### src/rtl/guess_round_ctrl.sv
// guess_round_ctrl: round sequencer for the guessing game; drives an external LFSR,
// latches the secret, counts attempts and reports the compare result on LEDs/flags.
module guess_round_ctrl #(
   parameter int                 WIDTH      = 4,
   parameter int                 MAX_TRIES  = 5,
   parameter int                 TRY_W      = 3,
   parameter logic [4*WIDTH-1:0] SEED_TABLE = 16'h25AF,
   parameter int                 DRAW_STEPS = 3
) (
   input  logic             clk,
   input  logic             reset,
   input  logic             get_new_num,
   input  logic             submit,
   input  logic [WIDTH-1:0] Guess,
   input  logic [WIDTH-1:0] lfsr_q,
   output logic             lfsr_load,
   output logic [WIDTH-1:0] lfsr_seed,
   output logic             lfsr_step,
   output logic             led_red,
   output logic             led_green,
   output logic             led_blue,
   output logic [TRY_W-1:0] tries_left,
   output logic             busy,
   output logic             win,
   output logic             lose
);
   localparam int CW = $clog2(DRAW_STEPS + 1);
   localparam logic [2:0] S_IDLE  = 3'd0;
   localparam logic [2:0] S_SEED  = 3'd1;
   localparam logic [2:0] S_DRAW  = 3'd2;
   localparam logic [2:0] S_LATCH = 3'd3;
   localparam logic [2:0] S_WAIT  = 3'd4;
   localparam logic [2:0] S_WIN   = 3'd5;
   localparam logic [2:0] S_LOSE  = 3'd6;

   // {prev, sync2, sync1}; preset high so a button held through reset makes no edge
   logic [2:0]             new_sync_q, sub_sync_q;
   logic                   new_edge, sub_edge;
   logic [2:0]             state_q, state_d;
   logic [1:0]             seed_idx_q, seed_idx_d;
   logic [WIDTH-1:0]       secret_q, secret_d;
   logic [TRY_W-1:0]       tries_q, tries_d;
   logic [CW-1:0]          cnt_q, cnt_d;
   logic [2:0]             led_q, led_d;
   logic [4*WIDTH-1:0]     tbl_sh;

   assign new_edge = new_sync_q[1] & ~new_sync_q[2];
   assign sub_edge = sub_sync_q[1] & ~sub_sync_q[2];

   always_comb begin
      state_d    = state_q;
      seed_idx_d = seed_idx_q;
      secret_d   = secret_q;
      tries_d    = tries_q;
      cnt_d      = cnt_q;
      led_d      = led_q;
      if (new_edge) begin
         state_d = S_SEED;
         led_d   = '0;
      end else begin
         case (state_q)
            S_SEED: begin
               seed_idx_d = seed_idx_q + 2'd1;
               cnt_d      = '0;
               state_d    = S_DRAW;
            end
            S_DRAW: begin
               cnt_d   = cnt_q + CW'(1);
               state_d = (cnt_q == CW'(DRAW_STEPS - 1)) ? S_LATCH : S_DRAW;
            end
            S_LATCH: begin
               secret_d = lfsr_q;
               tries_d  = TRY_W'(MAX_TRIES);
               state_d  = S_WAIT;
            end
            S_WAIT: begin
               if (sub_edge) begin
                  led_d = {Guess > secret_q, Guess == secret_q, Guess < secret_q};
                  if (Guess == secret_q) state_d = S_WIN;
                  else begin
                     tries_d = tries_q - TRY_W'(1);
                     state_d = (tries_q == TRY_W'(1)) ? S_LOSE : S_WAIT;
                  end
               end
            end
            default: ;
         endcase
      end
   end

   always_ff @(posedge clk or posedge reset) begin
      if (reset) begin
         new_sync_q <= '1;
         sub_sync_q <= '1;
         state_q    <= S_IDLE;
         seed_idx_q <= '0;
         secret_q   <= '0;
         tries_q    <= '0;
         cnt_q      <= '0;
         led_q      <= '0;
      end else begin
         new_sync_q <= {new_sync_q[1:0], get_new_num};
         sub_sync_q <= {sub_sync_q[1:0], submit};
         state_q    <= state_d;
         seed_idx_q <= seed_idx_d;
         secret_q   <= secret_d;
         tries_q    <= tries_d;
         cnt_q      <= cnt_d;
         led_q      <= led_d;
      end
   end

   // seed index 0 lives in the MSBs of the table
   assign tbl_sh     = SEED_TABLE << (WIDTH * seed_idx_q);
   assign lfsr_load  = state_q == S_SEED;
   assign lfsr_step  = state_q == S_DRAW;
   assign lfsr_seed  = lfsr_load ? tbl_sh[4*WIDTH-1 -: WIDTH] : '0;
   assign {led_red, led_green, led_blue} = led_q;
   assign tries_left = tries_q;
   assign busy       = (state_q == S_SEED) || (state_q == S_DRAW) || (state_q == S_LATCH);
   assign win        = state_q == S_WIN;
   assign lose       = state_q == S_LOSE;
endmodule
### config.mk
export PLATFORM = sky130hd
export DESIGN_NAME = guess_round_ctrl
export DESIGN_NICKNAME = d
export VERILOG_FILES = /design/src/rtl/guess_round_ctrl.sv
export SDC_FILE = /design/constraint.sdc
export NUM_CORES = 1
export LEC_CHECK = 0
export ABC_AREA = 1
export ABC_CLOCK_PERIOD_IN_PS = 1300
export CORE_MARGIN = 2
export CORE_UTILIZATION = 44
export CTS_CLUSTER_SIZE = 28
export DETAILED_ROUTE_END_ITERATION = 10
export GPL_TIMING_DRIVEN = 0
export MAX_ROUTING_LAYER = met4
export PLACE_DENSITY = 0.79
export SLEW_MARGIN = 40
export SYNTH_ARGS = -nofsm -noshare
export SYNTH_HDL_FRONTEND = slang
export SYNTH_SLANG_ARGS = --single-unit
### constraint.sdc
create_clock -name clk -period 1.3 [get_ports clk]
set_clock_uncertainty 0.15 [all_clocks]
set_input_delay 0.26 -clock clk [delete_from_list [all_inputs] [get_ports clk]]
set_output_delay 0.26 -clock clk [all_outputs]
set_load 0.05 [all_outputs]
==> results.toml <==
[floorplan]
initial_core_util_pct = 47.0
die_w_um = 55.9
ios = 27
fp.coreArea_um2 = 2520
row_count = 18
fp.dieH_um = 55.9
dieArea_um2 = 3120

[power_and_ir_drop]
ir_drop_mv = 1.97
powerDensity_nw_per_um2 = 2410
leakage_nw = 0.967

[global_route]
grt.total_usage_pct = 22.1
grt_pass1_vias = 1223
grt_pass1_wl_mm = 5.22
grt_antenna_before_repair = 0
grt_max_degree = 24
grt_overflow = 0

[placement]
port_buffers = 26
hpwl_mm = 1.79
pre_cts_ws_ns = -0.939
gp_congestion = 0.928

[detailed_routing]
routed_wl_mm = 3.50
drc_errors = 0
vias = 1189
ant_nets = 0
wl_per_cell_um = 15.4
vias_per_cell = 5.24
drtPass1Iterations = 4
drtIter0Drc = 29

[flow_run]
cap_viol_max_count = 0

[sta]
maxSlewHeadroom_pct = 67.3
setup_violations = 28
worst_pin_slew_ns = 0.490
final-hold-violation-count = 0
holdWs_ns = 0.127
fin_ws_ns = -0.529
rsz0062_at_grt = "yes"
post-route-min-period_ns = 1.83
slew_viol_final = 0
max_freq_mhz = 547
fin_crit_sh_pct = 141

[synth]
postSynthAreaPerCell_um2 = 8.23
muxShareOfSynthArea_pct = 0
yosysTopAreaCellShare_pct = 35.9
yosys_warnings = 0
synth-simple-area-share_pct = 28.1
synth_area_um2 = 1180
synthCells = 144
synth_fa_ha_area_share_pct = 8.45
synthXorXnorAreaFrac_pct = 1.48
ys_ff_latch = 23
synth_compound_area_share_pct = 5.17
synth_area_leaders = "dfrtp_1 (36%), dfstp_2 (13%), nand2_1 (13%), ha_1 (8.4%), inv_1 (7.0%)"
synth.distinct_cells = 20
synth_seq_area_share_pct = 49.2
syn-num-nets = 164
yosys.area.top_type = "dfrtp_1"
synth_top_family_by_area = "simple AND/OR/NAND/NOR gates"

[finish]
area_growth_syn_to_layout_pct = 69.3
drive_above_1_share_pct = 50.8
final_util_pct = 79.5
final_net_count = 218
num-fill-cells = 159
seq_area_um2 = 589
multi_input_area_um2 = 751
diodes = 0

[clocking]
clock_latency_ns = 0.31
clock_sinks = 23
clk_pin_slew_ns = 0.13
cts_hold_buf = 0
cts_tree = "yes"
cts_made_buffers = 3
cts.path.max_buffers = 2
cts_htree_levels = 1
cts-root-buf = "clkbuf_4"

[critical_path]
critPathMaxStageDelay_ns = 0.45
path_max_fanout = 3
slowest_stage = "dfrtp_2"
critPathLaunchType = "register"
crit_path_cell_trace = "buf_6, buf_6, nor2_4, nor2_4, buf_6"
cp.required_ns = 0.89
arrival_ns = 1.42
critPathKind = "reg2out"
end_kind = "output port"
crit_path_frequent_cell = "buf_6"
r2r_setup_slack_ns = -0.50

[outcome]
violations = "negative setup slack"
outcome = "complete, but fails checks"

[hold_path]
hold_class = "in2async"
==> final timing paths <==
| path | startpoint | endpoint | depth (start not counted) |
|---|---|---|---|
| max reg2reg | state_q[0] | state_q[1] | 10 |
| max in group asynchronous | reset | state_q[1] | 2 |
| max | state_q[0] | busy | 5 |
| min in group clk | get_new_num | new_sync_q[0] | 1 |
| min | reset | secret_q[3] | 2 |
| min reg2reg | new_sync_q[0] | new_sync_q[1] | 0 |
==> per-layer routing <==
layer | vias up | GRT usage [%] | wire, µm
met4 | 0 | 13.9 | 119
li1 | 558 | - | -
met3 | 11 | 3.49 | 171
met5 | - | - | 0
met1 | 573 | 21.7 | 1230
met2 | 47 | 40.3 | 1970
==> where the power goes <==
part           switching, W  internal (W)
Clock              0.000206      0.000120
Combinational       0.00195       0.00139
Sequential         0.000201      0.000965
==> final cells by class <==
class,instances,share of cell area (%)
Buffer,1,0.561
Tap cell,30,1.87
Sequential cell,23,29.4
Clock buffer,4,1.31
Timing Repair Buffer,49,25.1
Multi-Input combinational cell,98,37.4
Inverter,22,4.37
==> cell usage after synthesis <==
library cell   n
a21oi_1        4
buf_4          1
dfrtp_1       17
dfstp_2        6
ha_1           8
inv_1         22
nand2_1       41
nand2_2        1
nand3_1       12
nand4_1        1
nor2_1        15
nor2_2         2
nor3_1         1
nor3_2         2
nor3b_2        1
o21ai_0        5
o21ai_1        2
o22ai_1        1
xnor2_1        1
xor2_1         1
==> through the flow <==
stage | cell area, µm² | TNS, ns | instances | power (W)
6_report | 2010 | -9.40 | 227 | 0.00483
5_1_grt | 2010 | -11.12 | 227 | 0.00512
4_1_cts | 1850 | -7.48 | 223 | 0.00429
3_5_place_dp | 1520 | -13.40 | 200 | 0.00317
3_3_place_gp | 1520 | -16.28 | 200 | 0.00308
2_1_floorplan | 1230 | -8.32 | 144 | 0.00261
==> worst max-delay path: cells and delay by family, from the launching register on <==
family,cells,cell delay [ns]
DFF,1,0.45
buffers and inverters,3,0.41
and+or+nand+nor,2,0.24
==> placed cells by master (no fill, tap or decap), types with 2 or more instances in the layout <==
cell / n
nand2_2: 10
buf_4: 11
o21ai_2: 2
nand3_1: 7
a21oi_1: 3
nor2_1: 6
clkdlybuf4s50_1: 10
nand2_1: 26
nand2_8: 2
dfrtp_2: 5
buf_6: 26
dfstp_2: 6
dfrtp_1: 12
clkbuf_4: 3
buf_8: 2
o21ai_1: 4
inv_1: 16
nand3_2: 5
nor2_4: 8
inv_4: 2
inv_2: 4
nor2_2: 3
ha_1: 8
nand2_4: 4
nor3_4: 3
==> registers in the layout (all words and copies together), names as in the netlist <==
register,count
secret_q,4
led_q,3
new_sync_q,3
state_q,3
sub_sync_q,3
tries_left,3
cnt_q,2
seed_idx_q,2
==> cell families (layout without fill, tap and decap cells) <==
| logic type | Yosys count | in the layout |
|---|---|---|
| fa+ha+maj | 8 | 8 |
| flops | 23 | 23 |
| buf+inv | 23 | 76 |
| simple gates | 76 | 76 |
| xor+xnor | 2 | 2 |
| compound gates | 12 | 12 |
==> what timing repair did <==
action / in CTS / in global routing
setup buffers: 19 / 6
pin swaps: 12 / 17
gates resized for setup: 145 / 35
setup endpoints to repair: 32 / 32
Power figures use the tool's default switching activity.
